File: src/rtl/weight_loader.sv
// weight_loader: collects an NxN row-major weight stream and writes it column-major to weight memory.
module weight_loader #(
  parameter int N = 2,
  parameter int DATA_WIDTH = 16,
  parameter int ADDR_WIDTH = 13,
  parameter logic [ADDR_WIDTH-1:0] BASE_ADDR = 13'h000F
) (
  input  logic                  clk,
  input  logic                  reset,
  input  logic                  start,
  input  logic                  in_valid,
  output logic                  in_ready,
  input  logic [DATA_WIDTH-1:0] in_data,
  output logic                  mem_we,
  output logic [ADDR_WIDTH-1:0] mem_addr,
  output logic [DATA_WIDTH-1:0] mem_wdata,
  output logic                  busy,
  output logic                  done
);
  localparam int NN = N * N;
  localparam int CW = $clog2(NN) + 1;
  localparam int IW = $clog2(NN);
  localparam logic [CW-1:0] LAST = CW'(NN - 1);
  typedef enum logic [1:0] {IDLE, COLLECT, WRITE, DONE} state_t;
  state_t state, nxt;
  logic [CW-1:0] cnt, cnt_nxt;
  logic [IW-1:0] rd;
  logic [DATA_WIDTH-1:0] wbuf [NN];
  always_ff @(posedge clk or posedge reset) begin
    if (reset) begin
      state <= IDLE;
      cnt <= '0;
      for (int i = 0; i < NN; i++) wbuf[i] <= '0;
    end else begin
      state <= nxt;
      cnt <= cnt_nxt;
      if (state == COLLECT && in_valid) wbuf[cnt[IW-1:0]] <= in_data;
    end
  end
  always_comb begin
    nxt = state;
    cnt_nxt = cnt;
    if (state == IDLE && start) begin
      nxt = COLLECT;
      cnt_nxt = '0;
    end else if (state == COLLECT && in_valid) begin
      nxt = cnt == LAST ? WRITE : COLLECT;
      cnt_nxt = cnt == LAST ? '0 : cnt + 1'b1;
    end else if (state == WRITE) begin
      nxt = cnt == LAST ? DONE : WRITE;
      cnt_nxt = cnt == LAST ? '0 : cnt + 1'b1;
    end else if (state == DONE) begin
      nxt = IDLE;
    end
  end
  // write k reads w[k%N][k/N], i.e. the transpose of the row-major buffer
  always_comb begin
    rd = IW'((int'(cnt) % N) * N + int'(cnt) / N);
    in_ready = state == COLLECT;
    mem_we = state == WRITE;
    busy = state == COLLECT || state == WRITE;
    done = state == DONE;
    mem_addr = mem_we ? BASE_ADDR + ADDR_WIDTH'(cnt) : '0;
    mem_wdata = mem_we ? wbuf[rd] : '0;
  end
endmodule

File: config.mk
export PLATFORM = sky130hd
export DESIGN_NAME = weight_loader
export DESIGN_NICKNAME = d
export VERILOG_FILES = /design/src/rtl/weight_loader.sv
export SDC_FILE = /design/constraint.sdc
export NUM_CORES = 1
export LEC_CHECK = 0
export ABC_AREA = 1
export CAP_MARGIN = 20
export CORE_MARGIN = 1.5
export CORE_UTILIZATION = 45
export CTS_CLUSTER_SIZE = 20
export DETAILED_ROUTE_END_ITERATION = 8
export GPL_TIMING_DRIVEN = 1
export PLACE_DENSITY = 0.73
export SLEW_MARGIN = 5
export SYNTH_ARGS = -nofsm -noshare
export SYNTH_HDL_FRONTEND = slang
export SYNTH_SLANG_ARGS = --single-unit
File: constraint.sdc
create_clock -name clk -period 2.25 [get_ports clk]
set_input_delay 0.225 -clock clk [delete_from_list [all_inputs] [get_ports clk]]
set_output_delay 0.225 -clock clk [all_outputs]
set_load 0.03 [all_outputs]
==> flow_metrics.tcl <==
set metrics [dict create \
    cp-start-kind "flop" \
    worstPathRequired_ns 2.03 \
    sw_frac_of_total_pct 42.4 \
    cts_tree "built" \
    wl_um 7480 \
    p_leak_nw 2.26 \
    insertion_delay_ns 0.34 \
    r2r_setup_slack_ns 0.61 \
    num_io_pins 53 \
    holdBufCountCts 0 \
    min_period_ns 2.09 \
    clk_pin_slew_ns 0.07 \
    dpl.hpwl_um 4850 \
    synthCells 493 \
    antenna_found_initial 0 \
    end_kind "output pin" \
    fmax_ghz 0.479 \
    intPower_w 0.00320 \
    grt_pass1_vias 2721 \
    synth-seq-cells 69 \
    initialDrtViolationCount 198 \
    num_antenna_cells 0 \
    via_per_inst 4.67 \
    finalSetupTns_ns 0 \
    fin_crit_sh_pct 92.8 \
    final_cell_mix "nand2_1 (210), dfrtp_1 (69), o21ai_0 (65), inv_1 (54), nor2_1 (37)" \
    ys_types 19 \
    fp.dieArea_um2 8550 \
    arrival_ns 1.86 \
    fin_ws_ns 0.162 \
    grt_pass1_wl_um 13000 \
    die_y_um 92.5 \
    crit_fanout 7 \
    ir_drop_uv 537 \
    maxSlewViolCount 0 \
    post-cts-setup-buffers 0 \
    post_cts_resized 0 \
    p_switching_w 0.00235 \
    p_total_w 0.00555 \
    syn_avg_cell_area_um2 7.31 \
    rows 32 \
    final_common_cell "nand2_1" \
    ys_warn_count 0 \
    pwr-share-seq_pct 36.0 \
    cts_buffers 9 \
    wl_per_cell_um 11.7 \
    die_w_um 92.5 \
    rsz0062_at_grt "false" \
    dr.pass1.iters 5 \
    pwr-share-clk_pct 17.8 \
    finalHoldViolCount 0 \
    drive_gt1_share_pct 10.4 \
    track_usage_pct 19.4 \
    skew_ns 0.00846 \
    stdcell_count 642 \
    status "completed" \
    utilization_pct 54.6 \
    place_ws_ns 0.519 \
    clock_sinks 69 \
    syn_area_um2 3600 \
    detail-route-antenna-nets 0 \
    setup_violations 0 \
    hp-class "input port to asynchronous set/reset pin" \
    overflow 0 \
    grt_max_degree 70 \
    cts-root-buf "clkbuf_8" \
    start_util_pct 46.6 \
    power_density_nw_per_um2 1310 \
    h-tree-depth 3 \
    io_buffers 44 \
    yosysSeqAreaShare_pct 47.9 \
    cts_buffer_depth 2 \
    drcViolationCount 0 \
    placedCellCount 626 \
    fin_nets 564 \
    synthToLayoutAreaGrowth_pct 17.2 \
    drv_cap 0 \
    power_frac_comb_pct 46.2 \
    path_class "flop to output pin" \
    coreArea_um2 7730 \
    gp_congestion 0.824 \
    vias 3000 \
]
## metal layers
layer | up-vias | routed length, µm | track usage (%)
met1 | 1374 | 3680 | 27.4
met2 | 68 | 3390 | 29.5
met3 | 8 | 301 | 3.20
met5 | - | 0 | 0
li1 | 1550 | - | -
met4 | 0 | 114 | 7.82
## flip-flops by register name, summed over array words and instances, names as in the netlist
signal	flops
cnt	3
state	2
wbuf	64
## worst paths after layout
check,from,endpoint,cells past startpoint
min in group clk,wbuf[9]$_DFFE_PP0P_,wbuf[9]$_DFFE_PP0P_,2
max in group asynchronous,reset,wbuf[40]$_DFFE_PP0P_,3
worst min-delay path,reset,wbuf[1]$_DFFE_PP0P_,3
worst min register to register,wbuf[9]$_DFFE_PP0P_,wbuf[9]$_DFFE_PP0P_,2
worst max register to register,cnt[1]$_DFFE_PP0P_,wbuf[11]$_DFFE_PP0P_,6
worst max-delay path,state[0]$_DFFE_PP0P_,mem_we,4
## power groups by stage
stage                     sequential, W  combinational, W  clock (W)
final                           0.00200           0.00256   0.000987
after global routing            0.00207           0.00295    0.00106
after global placement          0.00199           0.00251          0
after floorplan                 0.00195           0.00199          0
after CTS                       0.00199           0.00258    0.00101
after detailed placement        0.00201           0.00257          0
## synth_stat cells
library cell  number  area [µm²]
clkinv_1           1        3.75
inv_2              3        11.3
buf_4              9        67.6
o21ai_0           65         325
buf_2             12        60.1
nor2_4             1        11.3
nand2_1          210         788
nor2_2             3        18.8
ha_1               9         113
buf_6              6        67.6
nor2_1            37         139
conb_1             1        3.75
nand3_1            5        25.0
a21oi_1            1        5.00
nor4_1             1        6.26
inv_1             55         206
clkbuf_2           4        20.0
dfrtp_1           69        1730
buf_1              1        3.75
## worst max-delay path, stage by stage, from the launching register on
cell and delay [ns]:
dfrtp_1 0.42, inv_1 0.10, ha_1 0.17, buf_4 0.16
clkdlybuf4s50_1 0.68
## layout make-up
cell class	count	area (µm²)
Fill cell	725	3500
Sequential cell	69	1730
Multi-Input combinational cell	340	1460
Timing Repair Buffer	56	494
Inverter	59	221
Clock buffer	11	141
Tap cell	102	128
Clock inverter	5	50.0
## logic make-up (layout without fill, tap and decap cells)
logic type	after synthesis	after routing	synth area share (%)
AND/OR/NAND/NOR	257	257	27.4
buffers and inverters	91	131	12.2
flip-flops	69	69	47.9
AO/OA/AOI/OAI	66	66	9.17
other	1	8	0.104
adder cells (fa/ha/maj)	9	9	3.13
## through the flow
| step | instance area (µm²) | hold WS (ns) |
|---|---|---|
| floorplan | 3630 | 0.413 |
| global placement | 4030 | 0.465 |
| detailed placement | 4030 | 0.473 |
| CTS | 4220 | 0.290 |
| global route | 4220 | 0.312 |
| finish | 4220 | 0.277 |
Note: power is estimated with default switching activity, not from simulation.
